===== src/rtl/multicycle_control_pkg.sv =====
// Shared constants and types for the multicycle MIPS-style control unit.
// Holds the state encodings, the supported opcode values, the ALUOp /
// ALUSrcB / PCSource codes and the packed control-vector type, so the
// datapath, the controller and the benches all agree on one definition.
package multicycle_control_pkg;

    // Controller state encodings (4-bit, kept as plain constants so the
    // debug 'state' port keeps its legacy numeric values).
    localparam logic [3:0] S_IDLE      = 4'd0;
    localparam logic [3:0] S_FETCH     = 4'd1;
    localparam logic [3:0] S_DECODE    = 4'd2;
    localparam logic [3:0] S_MEM_ADDR  = 4'd3;
    localparam logic [3:0] S_MEM_READ  = 4'd4;
    localparam logic [3:0] S_MEM_WB    = 4'd5;
    localparam logic [3:0] S_MEM_WRITE = 4'd6;
    localparam logic [3:0] S_EXECUTE   = 4'd7;
    localparam logic [3:0] S_R_WB      = 4'd8;
    localparam logic [3:0] S_BRANCH    = 4'd9;
    localparam logic [3:0] S_JUMP      = 4'd10;

    // Supported opcodes (IR[31:26]).
    localparam logic [5:0] R_TYPE = 6'd0;
    localparam logic [5:0] LW     = 6'd35;
    localparam logic [5:0] SW     = 6'd43;
    localparam logic [5:0] BEQ    = 6'd4;
    localparam logic [5:0] J      = 6'd2;

    // ALUOp codes.
    localparam logic [1:0] ALUOP_ADD   = 2'b00;
    localparam logic [1:0] ALUOP_SUB   = 2'b01;
    localparam logic [1:0] ALUOP_FUNCT = 2'b10;

    // ALUSrcB codes.
    localparam logic [1:0] SRCB_REG     = 2'b00;
    localparam logic [1:0] SRCB_FOUR    = 2'b01;
    localparam logic [1:0] SRCB_IMM     = 2'b10;
    localparam logic [1:0] SRCB_IMM_SH2 = 2'b11;

    // PCSource codes.
    localparam logic [1:0] PCSRC_ALU    = 2'b00;
    localparam logic [1:0] PCSRC_ALUOUT = 2'b01;
    localparam logic [1:0] PCSRC_JUMP   = 2'b10;

    // Complete set of datapath controls driven from the current state.
    typedef struct packed {
        logic       pc_write;
        logic       pc_write_cond;
        logic       ior_d;
        logic       mem_read;
        logic       mem_write;
        logic       mem_to_reg;
        logic       ir_write;
        logic       alu_src_a;
        logic       reg_write;
        logic       reg_dst;
        logic [1:0] alu_op;
        logic [1:0] alu_src_b;
        logic [1:0] pc_source;
    } ctrl_t;

    // True for the opcodes this controller knows how to sequence.
    function automatic logic is_supported(input logic [5:0] op);
        return (op == R_TYPE) || (op == LW) || (op == SW) ||
               (op == BEQ) || (op == J);
    endfunction

endpackage


===== src/rtl/multicycle_control_decode.sv =====
// Purely combinational state-to-control-vector decoder.
// Ports:
//   state     - current controller state
//   mem_ready - effective memory-ready (only consulted in FETCH)
//   ctrl      - full datapath control vector; every field not explicitly
//               set for a state is 0
module multicycle_control_decode
    import multicycle_control_pkg::*;
(
    input  logic [3:0] state,
    input  logic       mem_ready,
    output ctrl_t      ctrl
);

    always_comb begin
        ctrl = '0;
        case (state)
            S_FETCH: begin
                ctrl.mem_read  = 1'b1;
                ctrl.ior_d     = 1'b0;
                ctrl.alu_src_a = 1'b0;
                ctrl.alu_src_b = SRCB_FOUR;
                ctrl.alu_op    = ALUOP_ADD;
                ctrl.pc_source = PCSRC_ALU;
                // IR and PC only update on the cycle the fetch completes.
                ctrl.ir_write  = mem_ready;
                ctrl.pc_write  = mem_ready;
            end
            S_DECODE: begin
                ctrl.alu_src_a = 1'b0;
                ctrl.alu_src_b = SRCB_IMM_SH2;
                ctrl.alu_op    = ALUOP_ADD;
            end
            S_MEM_ADDR: begin
                ctrl.alu_src_a = 1'b1;
                ctrl.alu_src_b = SRCB_IMM;
                ctrl.alu_op    = ALUOP_ADD;
            end
            S_MEM_READ: begin
                ctrl.mem_read = 1'b1;
                ctrl.ior_d    = 1'b1;
            end
            S_MEM_WB: begin
                ctrl.reg_write  = 1'b1;
                ctrl.mem_to_reg = 1'b1;
                ctrl.reg_dst    = 1'b0;
            end
            S_MEM_WRITE: begin
                ctrl.mem_write = 1'b1;
                ctrl.ior_d     = 1'b1;
            end
            S_EXECUTE: begin
                ctrl.alu_src_a = 1'b1;
                ctrl.alu_src_b = SRCB_REG;
                ctrl.alu_op    = ALUOP_FUNCT;
            end
            S_R_WB: begin
                ctrl.reg_write  = 1'b1;
                ctrl.reg_dst    = 1'b1;
                ctrl.mem_to_reg = 1'b0;
            end
            S_BRANCH: begin
                ctrl.alu_src_a     = 1'b1;
                ctrl.alu_src_b     = SRCB_REG;
                ctrl.alu_op        = ALUOP_SUB;
                ctrl.pc_write_cond = 1'b1;
                ctrl.pc_source     = PCSRC_ALUOUT;
            end
            S_JUMP: begin
                ctrl.pc_write  = 1'b1;
                ctrl.pc_source = PCSRC_JUMP;
            end
            default: ctrl = '0;
        endcase
    end

endmodule


===== src/rtl/multicycle_control.sv =====
// Multicycle processor control unit (lw, sw, R-type, beq, j).
// Parameters:
//   MEM_WAIT_EN - 1: memory states stall until mem_ready; 0: mem_ready
//                 is treated as always 1
// Ports:
//   clk, rst_n   - clock, asynchronous active-low reset
//   op_code      - IR[31:26], sampled only in DECODE and MEM_ADDR
//   mem_ready    - memory completed the current access this cycle
//   PCWrite .. RegDst, ALUOp, ALUSrcB, PCSource - datapath controls
//   state        - current state encoding (debug)
//   illegal_op   - high during the DECODE cycle of an unsupported opcode
module multicycle_control
    import multicycle_control_pkg::*;
#(
    parameter bit MEM_WAIT_EN = 1'b1
) (
    input  logic       clk,
    input  logic       rst_n,
    input  logic [5:0] op_code,
    input  logic       mem_ready,
    output logic       PCWrite,
    output logic       PCWriteCond,
    output logic       IorD,
    output logic       MemRead,
    output logic       MemWrite,
    output logic       MemtoReg,
    output logic       IRWrite,
    output logic       ALUSrcA,
    output logic       RegWrite,
    output logic       RegDst,
    output logic [1:0] ALUOp,
    output logic [1:0] ALUSrcB,
    output logic [1:0] PCSource,
    output logic [3:0] state,
    output logic       illegal_op
);

    logic [3:0] state_q;
    logic [3:0] state_d;
    logic       mem_rdy;
    ctrl_t      ctrl;

    assign mem_rdy = MEM_WAIT_EN ? mem_ready : 1'b1;

    always_ff @(posedge clk or negedge rst_n) begin
        if (!rst_n) state_q <= S_IDLE;
        else        state_q <= state_d;
    end

    always_comb begin
        state_d = S_IDLE;
        case (state_q)
            S_IDLE:      state_d = S_FETCH;
            S_FETCH:     state_d = mem_rdy ? S_DECODE : S_FETCH;
            S_DECODE: begin
                case (op_code)
                    LW, SW:  state_d = S_MEM_ADDR;
                    R_TYPE:  state_d = S_EXECUTE;
                    BEQ:     state_d = S_BRANCH;
                    J:       state_d = S_JUMP;
                    default: state_d = S_FETCH;
                endcase
            end
            // An opcode that changed to neither lw nor sw since DECODE
            // abandons the access rather than guessing a direction.
            S_MEM_ADDR: begin
                if      (op_code == LW) state_d = S_MEM_READ;
                else if (op_code == SW) state_d = S_MEM_WRITE;
                else                    state_d = S_FETCH;
            end
            S_MEM_READ:  state_d = mem_rdy ? S_MEM_WB : S_MEM_READ;
            S_MEM_WB:    state_d = S_FETCH;
            S_MEM_WRITE: state_d = mem_rdy ? S_FETCH : S_MEM_WRITE;
            S_EXECUTE:   state_d = S_R_WB;
            S_R_WB:      state_d = S_FETCH;
            S_BRANCH:    state_d = S_FETCH;
            S_JUMP:      state_d = S_FETCH;
            default:     state_d = S_IDLE;
        endcase
    end

    multicycle_control_decode u_decode (
        .state     (state_q),
        .mem_ready (mem_rdy),
        .ctrl      (ctrl)
    );

    assign PCWrite     = ctrl.pc_write;
    assign PCWriteCond = ctrl.pc_write_cond;
    assign IorD        = ctrl.ior_d;
    assign MemRead     = ctrl.mem_read;
    assign MemWrite    = ctrl.mem_write;
    assign MemtoReg    = ctrl.mem_to_reg;
    assign IRWrite     = ctrl.ir_write;
    assign ALUSrcA     = ctrl.alu_src_a;
    assign RegWrite    = ctrl.reg_write;
    assign RegDst      = ctrl.reg_dst;
    assign ALUOp       = ctrl.alu_op;
    assign ALUSrcB     = ctrl.alu_src_b;
    assign PCSource    = ctrl.pc_source;
    assign state       = state_q;
    assign illegal_op  = (state_q == S_DECODE) && !is_supported(op_code);

endmodule


===== config.mk =====
export PLATFORM = sky130hd
export DESIGN_NAME = multicycle_control
export DESIGN_NICKNAME = d
export VERILOG_FILES = /design/src/rtl/multicycle_control_pkg.sv /design/src/rtl/multicycle_control_decode.sv /design/src/rtl/multicycle_control.sv
export SDC_FILE = /design/constraint.sdc
export NUM_CORES = 1
export LEC_CHECK = 0
export BUFFER_PORTS_ARGS = -buffer_cell sky130_fd_sc_hd__buf_2
export CORE_AREA = 2 2 39 41
export CTS_BUF_LIST = sky130_fd_sc_hd__clkbuf_4 sky130_fd_sc_hd__clkbuf_8 sky130_fd_sc_hd__clkbuf_16
export DETAILED_ROUTE_END_ITERATION = 8
export DIE_AREA = 0 0 41 43
export MAX_ROUTING_LAYER = met4
export PLACE_DENSITY = 0.72
export SETUP_SLACK_MARGIN = 0.1
export SKIP_LAST_GASP = 1
export SLEW_MARGIN = 20
export SYNTH_ARGS = -nofsm -noshare
export SYNTH_HDL_FRONTEND = slang
export SYNTH_SLANG_ARGS = --single-unit

===== constraint.sdc =====
create_clock -name clk -period 1.6 [get_ports clk]
set_input_delay 0.16 -clock clk [delete_from_list [all_inputs] [get_ports clk]]
set_output_delay 0.16 -clock clk [all_outputs]
set_load 0.02 [all_outputs]

Yosys cells after proc, flatten, opt, wreduce, memory -nomap -nowiden --
Index checks and enable logic that the tools add are counted.
Word-level totals: output and inout bits 21, bits of input ports 9, RAM bits 0, logic and storage cells 46, ROM bits 0, bits in latches 0, register bits after elaboration 4, memories 0
Operators by class: bitwise gates (word level) 0, $lt $le $gt $ge 0, equal/unequal tests 14, $add $sub $neg 0, shifts and indexed selects 0, multiply operators 0, reduce and logical (&&, ||, !) cells 13, mux-type cells 18, divide/modulo/power cells 0
Operator list (count):
- $pmux W4 S7 | 1
- $pmux W4 S5 | 1
- $eq A4 B3 Y1 const B | 4
- $pmux W4 S4 | 1
- $eq A4 B4 Y1 const B | 3
- $eq A6 B6 Y1 const B | 2
- $mux W3 | 3
- $eq A4 B2 Y1 const B | 2
- $mux W1 | 8
- $pmux W2 S2 | 2
- $eq A6 B2 Y1 const B | 1
- $eq A6 B3 Y1 const B | 1
- $logic_not A6 Y1 | 1
- $reduce_or A2 Y1 | 3
- $reduce_or A5 Y1 | 1
- $eq A4 B1 Y1 const B | 1
- $logic_not A4 Y1 | 1
- $logic_or A1 B1 Y1 | 4
- $reduce_or A3 Y1 | 1
- $mux W2 | 1
- $pmux W1 S2 | 1
- $logic_and A1 B1 Y1 | 1
- $logic_not A1 Y1 | 1

Depth between registers and ports, before layout --
word-level depth 7, mapped depth 4, mapped depth without buffers 3

By module --
A second synthesis with hierarchy kept.
Second synthesis, totals: cells, all modules 74, area, all modules 570.5 um^2
Modules (own cells, without submodules):
- multicycle_control | cells each 42, area each 361.6 um^2, seq. area each 100.1 um^2, instances 1
- multicycle_control_decode | cells each 32, area each 209.0 um^2, seq. area each 0.0 um^2, instances 1

Worst setup path before layout --
Ideal clock, no wire load.
path kind reg-to-output, start point reg state_q[2] (netlist: state[2]), end point out RegWrite, buffers on the path 1, required time 1.440 ns, setup slack -0.194 ns, data arrival time 1.634 ns, cell stages (with the launch flop) 5, cell sequence dfrtp_1 buf_4 nand2b_1 nor3_1 or2_1
Between the ends: cells in the longest elaborated chain, start to end 2, elaborated cells between the ends (all ways) 3, classes of those cells 2 x eq/ne; 1 x mux
Ends and longest elaborated chain:
- start: declaration | RTL line multicycle_control.sv:38 | logic [3:0] state_q;
- start signal: assignment | RTL line multicycle_control.sv:47 | else state_q <= state_d;
- $eq A4 B4 Y1 or $eq A4 B3 Y1 (tied branches) | RTL line multicycle_control_decode.sv:17 | case (state)
- $pmux W2 S2 * | RTL line multicycle_control_decode.sv:17
- end: declaration | RTL line multicycle_control.sv:29 | output logic RegWrite,
Mark *: on every way between the ends. The rest lies on a longest branch, timed or not.

Final worst setup path --
start point reg state_q[1] (netlist: state[1]), end point out PCWrite
Between the ends: cells in the longest elaborated chain, start to end 2, elaborated cells between the ends (all ways) 3, classes of those cells 2 x eq/ne; 1 x mux
Ends and longest elaborated chain:
- $eq A4 B4 Y1 or $eq A4 B1 Y1 (tied branches) | RTL line multicycle_control_decode.sv:17
- $pmux W1 S2 * | RTL line multicycle_control_decode.sv:17
- end: declaration | RTL line multicycle_control.sv:21 | output logic PCWrite,
Marks and branches as above.

==> run metrics <==
CTS tree=done; first-pass GRT wire length=2290 µm; Mean Syn Cell Area=8.19 µm²; FF-to-FF path depth=4; critical path class=flip-flop to primary output; Mapped Area=508 µm²; Post-synth EDFFs=0; Worst Path Required=approximately 1.4 ns; slowest stage delay, CP=0.41 ns; Die ar.=0.00176 mm²; die width=41 µm; clk_lat worst skew=0.25 ns; min Tclk post-route=between 1.5 and 2 ns; row count=14; crit start category=flip-flop; Worst Clk Skew=0.0179 ns; FF/Latch Area=105 µm²; Clk pwr share=around 15%; flops & latches, synth=4; Pleak=0.433 nW; Reg power frac=between 15 and 20%; Ys Warns=0; area of the multi-input gates=about 430 µm²; Final Net Count=114; ranking of synthesized cells by area=dfrtp_1 20%, nor2_1 7.4%, buf_4 4.4%, nand4bb_1 4.4%, a221o_1 3.9%; Mapped Nets=71; Routed WL=roughly 1500 µm; Boundary Pins=30; hold path cells=2; # DRC=0; Reg2Reg Setup Slack=roughly 0.21 ns; register area share after synthesis=19.7%; Final Cycle Share=between 90% and 100%; Async SR Flop Fraction=100%; Area growth, synth to finish=69.2%; diode count=0; 1st-iter DRT viols=12; largest net degree at the start of global routing=16; top-area cell type share of the netlist area=between 10% and 20%; Comb pwr share=between 60% and 70%; clock sinks=4; Fillers=119; status=finished, final reports clean; grt total ovfl=0; Pins Over Slew Limit=0; switch share=43.6%; Critical Path AT=1.43 ns; depth of the CTS H-tree=1; initial antenna violation count=0; post-route ant nets=0; Longest Clk Path Bufs=2; Placer Congestion=0.756; GRT Util Overall=19.4%; Pwr Density=between 1000 and 1500 mW/mm²; clock-pin slew on the worst setup and hold paths=0.05 ns; Net Sw Power=approximately 0.48 mW; total number of vias=631; WL per Instance=roughly 13 µm; Crit Reg-Reg Startpoint=state[3]; I/O Buffers=29; Synth Instances=62; Final HPWL DP=1080 µm; first-pass detailed-route iteration total=4; Worst slew margin=77.8%; RSZ-0062 raised after global routing=yes; ordered cell list for the critical path=nand2b_4 -> or3b_4 -> a21oi_4 -> buf_6; f_max=roughly 630 MHz; Vias/cell=around 5.3; Hold Path Class=input port to flip-flop; Max IR drop VDD=~0.97 mV; reg2reg end=state[1]; share of layout cells above drive strength 1=62.5%; end of the worst hold path=state[1]; Yosys top cell by area=dfrtp_1; Core Area=0.00138 mm²; largest fanout on the critical path=2; synth cell count leaders=10 x nor2_1, 4 x dfrtp_1, 3 x buf_4, 3 x nand2_1, 3 x nor3_1; top_reg_cell synth=dfrtp_1; worst-margin pin slew=0.333 ns; DP Cell Count=109; cts bufs inserted=3; cell with the most instances after synthesis=nor2_1; Root Buffer=clkbuf_4; Worst Hold Launch=op_code[3]; initial core utilization=36.7%; maxcap violations=0; Yosys cell types=35; slowest stage cell on the critical path=dfrtp_2; CP Capture Type=primary output; max FFs per register=4; Final setup viols=0; vias in the first global route=575; non-filler instance count after layout=120; final hold vios=0; Die Height=between 40 and 50 µm; P_int=0.617 mW; hold slack=~0.20 ns
==> placed cells by master (no fill, tap or decap), types with 2 or more instances in the layout <==
cell type	Yosys	layout
nand2_1	3	3
nor2_2	0	3
dfrtp_2	0	4
xnor2_1	2	2
buf_4	3	14
buf_6	1	3
buf_2	1	24
and2_2	2	2
nand4bb_1	2	2
nor4b_4	0	2
nor3_2	1	2
a221o_1	2	2
nor2_1	10	7
and2_1	2	2
and4b_1	2	2
nand2b_4	0	2
clkbuf_4	0	4
nor3_1	3	2
==> cells by family after synthesis <==
| kind of cell | share of synthesized area (%) |
|---|---|
| buf+inv | 7.63 |
| compound gates | 17.2 |
| flops | 19.7 |
| simple gates | 50.0 |
| xor+xnor | 3.45 |
| mux | 1.97 |
==> how the worst max path moves through the flow <==
stage              from       end  slack (ns)  cells after the start
4_1_cts        state[1]   PCWrite       -0.01                      4
3_5_place_dp   state[0]   PCWrite        0.17                      4
3_3_place_gp   state[1]   PCWrite        0.19                      4
6_report       state[1]   PCWrite        0.01                      4
2_1_floorplan  state[2]  RegWrite      0.0009                      4
5_1_grt        state[1]   PCWrite       -0.02                      4
==> repair_timing <==
item                       in CTS  in global routing
setup endpoints to repair       9                 10
setup buffers                   5                  1
gates resized for setup        13                  6
hold endpoints to repair        4                  0
pin swaps                       3                  2
hold buffers                    1                  0
==> power groups by stage <==
stage               clock network, mW  registers, mW  logic, mW
floorplan                           0          0.190      0.420
global placement                    0          0.161      0.636
detailed placement                  0          0.164      0.650
CTS                             0.166          0.170      0.736
global route                    0.175          0.174      0.815
finish                          0.162          0.172      0.760
==> layer usage <==
metal / global-route usage [%] / share of wire, %
met1: 20.5 / 39
met2: 32.2 / 55
met3: 4.71 / 5.1
met4: 8.67 / 1.2
met5: - / 0
==> through the flow <==
stage / setup slack [ns] / TNS, ns / util, % / cell area (µm²) / total power [mW]
after detailed placement: 0.167 / 0 / 51.5 / 713 / 0.814
after global routing: -0.0217 / -0.0217 / 62.1 / 860 / 1.16
after CTS: -0.0117 / -0.0117 / 59.9 / 828 / 1.07
after global placement: 0.194 / 0 / 51.5 / 713 / 0.797
final: 0.0112 / 0 / 62.1 / 860 / 1.09
after floorplan: 0.000923 / 0 / - / 534 / 0.611
==> layout make-up <==
class | count | area share (%)
multi-input combinational | 53 | 50.2
timing repair buffer | 43 | 31.7
sequential | 4 | 12.2
clock buffer | 4 | 3.49
tap | 16 | 2.33
==> worst max-delay path: cells and delay by family (launching register included) <==
family	cells	cell delay, ns
DFF	1	0.41
AOI/OAI and AO/OA	1	0.13
buffers and inverters	1	0.12
and+or+nand+nor	2	0.52
(Power assumes the default switching activity.)
